--- src/rtl/alu_nibble_sequencer.sv ---
// Runs WIDTH-bit operations on an external combinational 4-bit ALU slice,
// one nibble per clock, chaining slice carries and assembling the result.
//
// state | meaning
// IDLE  | waiting for a request; in_ready high while rst_n is high
// RUN   | one nibble per cycle through the slice, NIB cycles
// DONE  | result and flags held until the consumer takes them
module alu_nibble_sequencer #(
    parameter int WIDTH = 16
) (
    input  logic             clk,
    input  logic             rst_n,
    input  logic             in_valid,
    output logic             in_ready,
    input  logic [WIDTH-1:0] op_a,
    input  logic [WIDTH-1:0] op_b,
    input  logic [2:0]       op_f,
    input  logic             op_com,
    input  logic             op_cin,
    output logic [3:0]       alu_a,
    output logic [3:0]       alu_b,
    output logic [2:0]       alu_f,
    output logic             alu_com,
    output logic             alu_ci_right,
    output logic             alu_ci_left,
    input  logic [3:0]       alu_d,
    input  logic             alu_co_left,
    input  logic             alu_co_right,
    input  logic             alu_equ,
    output logic             res_valid,
    input  logic             res_ready,
    output logic [WIDTH-1:0] result,
    output logic             res_carry,
    output logic             res_zero,
    output logic             res_equal
);

    localparam int NIB = WIDTH / 4;
    localparam int SW  = $clog2(NIB);

    localparam logic [2:0] F_ADD = 3'd0;
    localparam logic [2:0] F_SHR = 3'd6;
    localparam logic [2:0] F_SHL = 3'd7;

    typedef enum logic [1:0] {
        IDLE = 2'd0,
        RUN  = 2'd1,
        DONE = 2'd2
    } state_t;

    state_t           state_q, state_d;
    logic [SW-1:0]    step_q;
    logic [WIDTH-1:0] a_q, b_q, result_q, result_upd;
    logic [2:0]       f_q;
    logic             com_q, cin_q, carry_q, equal_q, carry_res_q, zero_q;

    logic [SW-1:0]    nib_idx;
    logic [SW+1:0]    bit_base;
    logic             is_shr, is_add_shl, first_step, last_step, chain_ci;

    always_comb begin
        is_shr     = (f_q == F_SHR);
        is_add_shl = (f_q == F_ADD) || (f_q == F_SHL);
        first_step = (step_q == '0);
        last_step  = (step_q == SW'(NIB - 1));
        // SHR walks MSB-first so the right-going carry reaches lower nibbles
        nib_idx    = is_shr ? (SW'(NIB - 1) - step_q) : step_q;
        bit_base   = {nib_idx, 2'b00};
        chain_ci   = first_step ? cin_q : carry_q;
        result_upd = result_q;
        result_upd[bit_base +: 4] = alu_d;
    end

    always_comb begin
        state_d      = state_q;
        in_ready     = 1'b0;
        res_valid    = 1'b0;
        alu_a        = 4'd0;
        alu_b        = 4'd0;
        alu_f        = 3'd0;
        alu_com      = 1'b0;
        alu_ci_right = 1'b0;
        alu_ci_left  = 1'b0;
        case (state_q)
            IDLE: begin
                in_ready = rst_n;
                if (in_valid && rst_n) state_d = RUN;
            end
            RUN: begin
                alu_a   = a_q[bit_base +: 4];
                alu_b   = b_q[bit_base +: 4];
                alu_f   = f_q;
                alu_com = com_q;
                if (is_add_shl) alu_ci_right = chain_ci;
                if (is_shr)     alu_ci_left  = chain_ci;
                if (last_step)  state_d = DONE;
            end
            DONE: begin
                res_valid = 1'b1;
                if (res_ready) state_d = IDLE;
            end
            default: state_d = IDLE;
        endcase
    end

    always_ff @(posedge clk) begin
        if (!rst_n) begin
            state_q     <= IDLE;
            step_q      <= '0;
            a_q         <= '0;
            b_q         <= '0;
            f_q         <= 3'd0;
            com_q       <= 1'b0;
            cin_q       <= 1'b0;
            carry_q     <= 1'b0;
            result_q    <= '0;
            equal_q     <= 1'b0;
            carry_res_q <= 1'b0;
            zero_q      <= 1'b0;
        end else begin
            state_q <= state_d;
            case (state_q)
                IDLE: begin
                    if (in_valid) begin
                        a_q         <= op_a;
                        b_q         <= op_b;
                        f_q         <= op_f;
                        com_q       <= op_com;
                        cin_q       <= op_cin;
                        result_q    <= '0;
                        equal_q     <= 1'b1;
                        step_q      <= '0;
                        carry_q     <= 1'b0;
                        carry_res_q <= 1'b0;
                        zero_q      <= 1'b0;
                    end
                end
                RUN: begin
                    result_q <= result_upd;
                    equal_q  <= equal_q & alu_equ;
                    carry_q  <= is_shr ? alu_co_right : alu_co_left;
                    step_q   <= step_q + SW'(1);
                    if (last_step) begin
                        step_q      <= '0;
                        carry_res_q <= is_add_shl ? alu_co_left :
                                       (is_shr ? alu_co_right : 1'b0);
                        zero_q      <= (result_upd == '0);
                    end
                end
                default: ;
            endcase
        end
    end

    assign result    = result_q;
    assign res_carry = carry_res_q;
    assign res_zero  = zero_q;
    assign res_equal = equal_q;

endmodule

--- config.mk ---
export PLATFORM = sky130hd
export DESIGN_NAME = alu_nibble_sequencer
export DESIGN_NICKNAME = d
export VERILOG_FILES = /design/src/rtl/alu_nibble_sequencer.sv
export SDC_FILE = /design/constraint.sdc
export NUM_CORES = 1
export LEC_CHECK = 0
export CORE_MARGIN = 2
export CORE_UTILIZATION = 49
export CTS_BUF_LIST = sky130_fd_sc_hd__clkbuf_16
export DETAILED_ROUTE_END_ITERATION = 12
export PLACE_DENSITY = 0.79
export SYNTH_ARGS = -nofsm -noshare
export SYNTH_HDL_FRONTEND = slang
export SYNTH_SLANG_ARGS = --single-unit
--- constraint.sdc ---
create_clock -name clk -period 2.6 [get_ports clk]
set_input_delay 0.52 -clock clk [delete_from_list [all_inputs] [get_ports clk]]
set_output_delay 0.52 -clock clk [all_outputs]
set_load 0.05 [all_outputs]
==> results.sh, run 1 <==
export IMPL_r2r_slack_ns=0.55
export IMPL_hold_path_class="reg -> reg"
export IMPL_wirelength_mm=8.94
export IMPL_drive_gt1_share_pct=14.8
export IMPL_finalNetCount=531
export IMPL_path_cells="buf_4 -> or2_2 -> mux2i_4 -> a22oi_1 -> a21oi_1 -> buf_12"
export IMPL_max_stage_delay_ns=0.38
export IMPL_pre_cts_slack_ns=0.245
export IMPL_coreArea_sq_um=6030
export IMPL_grt_antenna_before_repair=0
export IMPL_synth_edf_count=0
export IMPL_timing_slew_headroom_pct=62.1
export IMPL_initial_utilization_pct=51.5
export IMPL_hpwl_mm=6.31
export IMPL_synthTopCellsByArea="dfxtp_1 (39%), nand2_1 (11%), a21boi_0 (9.7%), a22oi_1 (6.8%), nor2b_1 (4.6%)"
export IMPL_worst_r2r_path_depth=9
export IMPL_cts_buffer_depth=2
export IMPL_n_fill_cell=441
export IMPL_cts_tree="done"
export IMPL_crit_slowest_cell="dfxtp_1"
export IMPL_rsz0062_at_grt="yes"
export IMPL_die_h_um=83.6
export IMPL_criticalPathCategory="reg -> out"
export IMPL_ir_drop_mv=0.443
export IMPL_synth_area_sq_um=3100
export IMPL_cp_max_fo=8
export IMPL_ys_warn_count=0
export IMPL_drv_slew=0
export IMPL_hold_viol=0
export IMPL_period_share_pct=98.3
export IMPL_start_kind="flop"
export IMPL_routabilityCongestion=0.917
export IMPL_cts_buffers=9
export IMPL_synth_ff_type="dfxtp_1"
export IMPL_ys_ff_latch=61
export IMPL_period_minus_slack_ns=2.56
export IMPL_end_kind="primary output"
export IMPL_holdWs_ns=0.460
export IMPL_n_antenna_cell=0
export IMPL_clk_latency_ns=0.33
export IMPL_vias=3204
export IMPL_yosysSeqAreaShare_pct=39.3
export IMPL_io_buffers=82
export IMPL_worst_pin_slew_ns=0.563
export IMPL_synth_top_area_cell="dfxtp_1"
export IMPL_crit_arrival_ns=2.04
export IMPL_clkSinkCount=61
export IMPL_p_per_area_nw_per_um2=592
export IMPL_leakage_nw=1.66
export IMPL_startpoint="step_q[0]"
export IMPL_rows=28
export IMPL_avgSynthCellArea_sq_um=7.90
export IMPL_viasPerCell=5.71
export IMPL_grt_max_degree=51
export IMPL_io_pins=83
export IMPL_grt_pass1_wl_mm=14.9
export IMPL_crit_required_ns=2.08
export IMPL_htreeDepth=3
export IMPL_drtIter0Drc=244
export IMPL_dieArea_sq_um=6990
export IMPL_total_power_mw=2.71
export IMPL_dr_pass1_iters=5
export IMPL_synth_cells=393
export IMPL_routedWlPerCell_um=15.9
export IMPL_outcome="complete, no violations"
export IMPL_max_freq_ghz=0.391
export IMPL_hold_buffers=0
export IMPL_synth_top_cell_area_share_pct=39.3
export IMPL_finalSetupViolCount=0
export IMPL_first_global_vias=3162
export IMPL_root_buffer="clkbuf_16"
export IMPL_antenna_left=0
export IMPL_syn_nets=443
export IMPL_overflow=0
export IMPL_area_growth_pct=47.4
export IMPL_clkSlewWorstSetupHoldPaths_ns=0.05
export IMPL_setup_slack_ns=0.0432
export IMPL_min_delay_start="com_q"
export IMPL_drv_cap=0
export IMPL_fin_skew_ns=0.00616
export IMPL_grt_use_total_pct=26.2
export IMPL_synthArstFlopShare_pct=0
export IMPL_rr_endpoint="res_zero"
export IMPL_regToRegStartpoint="step_q[0]"
export IMPL_synth_distinct_cells=44
export IMPL_drc=0
export IMPL_die_x_um=83.6
export IMPL_endpoint="alu_a[2]"
[layout by cell type, fill, tap and decap left out, types with 6 or more instances in the layout]
cell             netlist  layout
clkbuf_16              0       9
and2_1                 6       6
a21oi_1               18      14
buf_12                 0      15
nor2b_1               23      23
inv_1                  5       7
nand3_1               17      17
dfxtp_1               61      58
nor2_1                 6       6
o21ai_0               13      13
buf_4                  0      26
a22oi_1               28      28
a21boi_0              40      40
clkdlybuf4s50_1        0      67
nand2_1               92      91
[kinds of logic after synthesis]
kind of cell | after synthesis | synth area share, %
simple gates | 169 | 25.9
flops | 61 | 39.3
mux | 6 | 2.78
buf+inv | 37 | 5.08
compound gates | 118 | 26.1
fa+ha+maj | 2 | 0.806
[cells in the mapped netlist (5+ instances only)]
| cell type | count |
|---|---|
| nand3_1 | 17 |
| nor2b_1 | 23 |
| a22oi_1 | 28 |
| nand2_1 | 92 |
| inv_1 | 5 |
| and2_1 | 6 |
| clkbuf_1 | 20 |
| nor2_1 | 6 |
| nand4_1 | 5 |
| buf_2 | 9 |
| a21boi_0 | 40 |
| dfxtp_1 | 61 |
| o21ai_0 | 13 |
| a21oi_1 | 18 |
[where the power goes]
| group | switching (mW) | internal (mW) |
|---|---|---|
| Clock | 0.416 | 0.824 |
| Sequential | 0.0355 | 0.981 |
| Combinational | 0.243 | 0.209 |
| Total | 0.694 | 2.01 |
[critical path, delay by kind of cell (launching register included)]
family / cells / cell delay (ns)
flops: 1 / 0.38
compound gates: 2 / 0.38
simple gates: 1 / 0.31
buf+inv: 2 / 0.37
mux: 1 / 0.26
[area by class of cell]
type                    count  area, sq um  area share [%]
clock inverters             7         82.6            1.80
multi-input cells         295         1750            38.3
well taps                  75         93.8            2.05
clock buffers               9          225            4.92
inverters                   5         18.8           0.410
repair buffers            109         1180            25.7
flip-flops and latches     61         1230            26.8
[state kept, by name, summed over array words and instances (netlist names), 2 cells and up]
register and cells:
result 16, f_q 3, step_q 2, state_q 2, a_q 16, b_q 16
[timing repair]
item | in CTS | in global routing
buffers inserted | 2 | 3
setup endpoints to repair | 8 | 8
cloned | 0 | 0
pin swaps | 0 | 1
gates resized for setup | 5 | 7
hold endpoints to repair | 0 | 0
[layer usage]
layer / vias up / global-route usage [%] / wire (um)
met5: - / 0 / 0
met4: 0 / 10.9 / 228
met3: 25 / 4.45 / 492
met2: 133 / 45.9 / 4430
met1: 1489 / 31.8 / 3790
li1: 1557 / - / -
[how the worst min path moves through the flow]
stage / end / slack [ns] / cells past startpoint
3_5_place_dp: com_q / 0.45 / 2
3_3_place_gp: com_q / 0.45 / 2
6_report: com_q / 0.46 / 2
2_1_floorplan: com_q / 0.44 / 2
4_1_cts: com_q / 0.46 / 2
5_1_grt: a_q[11] / 0.49 / 2
[through the flow]
| stage | instances | utilization (%) | cell area (sq um) | TNS [ns] |
|---|---|---|---|---|
| final | 561 | 75.9 | 4580 | 0 |
| after floorplan | 393 | - | 3100 | 0 |
| after CTS | 558 | 75.2 | 4530 | 0 |
| after global routing | 561 | 75.9 | 4580 | -0.0607 |
| after detailed placement | 540 | 69.6 | 4200 | 0 |
| after global placement | 540 | 69.6 | 4200 | 0 |
(Power assumes the default switching activity.)
==> run 2, diff against run 1 <==
- CORE_MARGIN: 2 -> 4
==> run 2 against run 1 <==
Cell count fell by 0.89%. Highest routed layer unchanged. Routed wire length grew 2.9%. Die area increased by 9.8%. Utilization shrank 0.27 points. Largest cell class unchanged. Total power fell by 0.31%. Combinational power about the same. Register-to-register slack got worse by 0.06 ns.
==> results.sh, run 2 (same netlist as run 1, synthesis figures left out) <==
export IMPL_outcome="complete, no violations"
export IMPL_holdWs_ns=0.456
export IMPL_cts_buffer_depth=2
export IMPL_end_kind="primary output"
export IMPL_ir_drop_mv=0.496
export IMPL_min_delay_start="com_q"
export IMPL_criticalPathCategory="reg -> out"
export IMPL_viasPerCell=5.75
export IMPL_wirelength_mm=9.20
export IMPL_area_growth_pct=46.9
export IMPL_grt_max_degree=54
export IMPL_hpwl_mm=6.46
export IMPL_period_minus_slack_ns=2.54
export IMPL_setup_tns_final_ns=0
export IMPL_n_fill_cell=450
export IMPL_root_buffer="clkbuf_16"
export IMPL_leakage_nw=1.64
export IMPL_dr_pass1_iters=5
export IMPL_regToRegStartpoint="f_q[2]"
export IMPL_setup_slack_ns=0.0556
export IMPL_io_pins=83
export IMPL_max_freq_ghz=0.393
export IMPL_start_kind="flop"
export IMPL_p_per_area_nw_per_um2=592
export IMPL_stdcell_count=556
export IMPL_n_antenna_cell=0
export IMPL_worst_r2r_path_depth=9
export IMPL_die_h_um=87.6
export IMPL_first_global_vias=3076
export IMPL_clkSlewWorstSetupHoldPaths_ns=0.05
export IMPL_finalNetCount=526
export IMPL_clk_latency_ns=0.33
export IMPL_routabilityCongestion=0.975
export IMPL_cp_max_fo=12
export IMPL_hold_path_class="reg -> reg"
export IMPL_drtIter0Drc=235
export IMPL_dieArea_sq_um=7670
export IMPL_grt_pass1_wl_mm=14.6
export IMPL_mostFrequentLayoutCells="nand2_1 (92), clkdlybuf4s50_1 (67), dfxtp_1 (56)"
export IMPL_routedWlPerCell_um=16.5
export IMPL_htreeDepth=3
export IMPL_antenna_left=0
export IMPL_pre_cts_slack_ns=0.189
export IMPL_hold_viol=0
export IMPL_drv_slew=0
export IMPL_grt_use_total_pct=24.5
export IMPL_timing_slew_headroom_pct=43.0
export IMPL_fin_skew_ns=0.00685
export IMPL_cts_tree="done"
export IMPL_placed_cells=532
export IMPL_rr_endpoint="res_zero"
export IMPL_cts_buffers=9
export IMPL_period_share_pct=97.9
export IMPL_r2r_slack_ns=0.49
export IMPL_drive_gt1_share_pct=15.2
export IMPL_worstHoldPathCells=2
export IMPL_final_common_cell="nand2_1"
export IMPL_crit_arrival_ns=2.02
export IMPL_die_x_um=87.6
export IMPL_finalSetupViolCount=0
export IMPL_drc=0
export IMPL_drv_cap=0
export IMPL_worst_pin_slew_ns=0.855
export IMPL_coreArea_sq_um=6030
export IMPL_overflow=0
export IMPL_clkSinkCount=61
export IMPL_io_buffers=82
export IMPL_vias=3195
export IMPL_holdPathEnd="com_q"
export IMPL_initial_utilization_pct=51.5
export IMPL_rows=28
export IMPL_crit_required_ns=2.08
export IMPL_grt_antenna_before_repair=0
run 2: cell count changes in the layout (fill, tap and decap cells not counted), moves of 2 or more:
cell / previous run / this run
dfxtp_2: 2 / 5
dfxtp_1: 58 / 56
a21oi_2: 4 / 7
a21oi_1: 14 / 11
buf_4: 26 / 21
run 2: cell type report:
cell class	count	area [sq um]	area share [%]
Multi-Input combinational cell	295	1770	38.8
Timing Repair Buffer	104	1140	25.0
Clock buffer	9	225	4.94
Tap cell	75	93.8	2.06
Clock inverter	7	83.8	1.84
Sequential cell	61	1230	26.9
Inverter	5	18.8	0.412
run 2: power by group:
| group | leakage, nW | internal, mW | switching (mW) | total, mW |
|---|---|---|---|---|
| logic | 0.978 | 0.204 | 0.246 | 0.450 |
| clock network | 0.161 | 0.825 | 0.406 | 1.23 |
| registers | 0.500 | 0.982 | 0.0368 | 1.02 |
| total | 1.64 | 2.01 | 0.689 | 2.70 |
run 2: critical path, stage by stage (launching register included):
cell and delay, ns:
dfxtp_2 0.36, buf_4 0.19, or2_2 0.32, mux2i_4 0.25
a22oi_1 0.17, a21oi_2 0.22, buf_12 0.17
run 2: repair_timing:
action	CTS	global route
setup buffers	3	5
pin swaps	3	5
resized for setup	9	10
setup endpoints to repair	8	8
hold buffers	0	0
run 2: worst max-delay path by stage:
stage / startpoint / endpoint / slack (ns) / cells after the start
after CTS: f_q[0] / alu_a[0] / 0.004 / 7
after global routing: f_q[1] / alu_a[3] / -0.005 / 5
final: step_q[0] / alu_a[1] / 0.06 / 6
after global placement: f_q[1] / alu_a[0] / 0.24 / 5
after floorplan: f_q[2] / alu_b[0] / 0.05 / 8
after detailed placement: f_q[1] / alu_b[2] / 0.19 / 5
run 2: routing by layer:
| metal | vias up | global-route usage [%] | share of wire [%] |
|---|---|---|---|
| li1 | 1546 | - | - |
| met1 | 1474 | 27.6 | 38 |
| met2 | 147 | 42.1 | 51 |
| met3 | 28 | 8.18 | 8.0 |
| met4 | 0 | 10.3 | 2.7 |
| met5 | - | 0 | 0 |
run 2: stage by stage:
stage                     utilization (%)  instance area [sq um]  power, mW
after global placement               68.6                   4140       1.45
after detailed placement             68.6                   4140       1.46
after floorplan                         -                   3100       1.27
after CTS                            74.6                   4490       2.70
final                                75.7                   4560       2.70
after global routing                 75.7                   4560       2.80
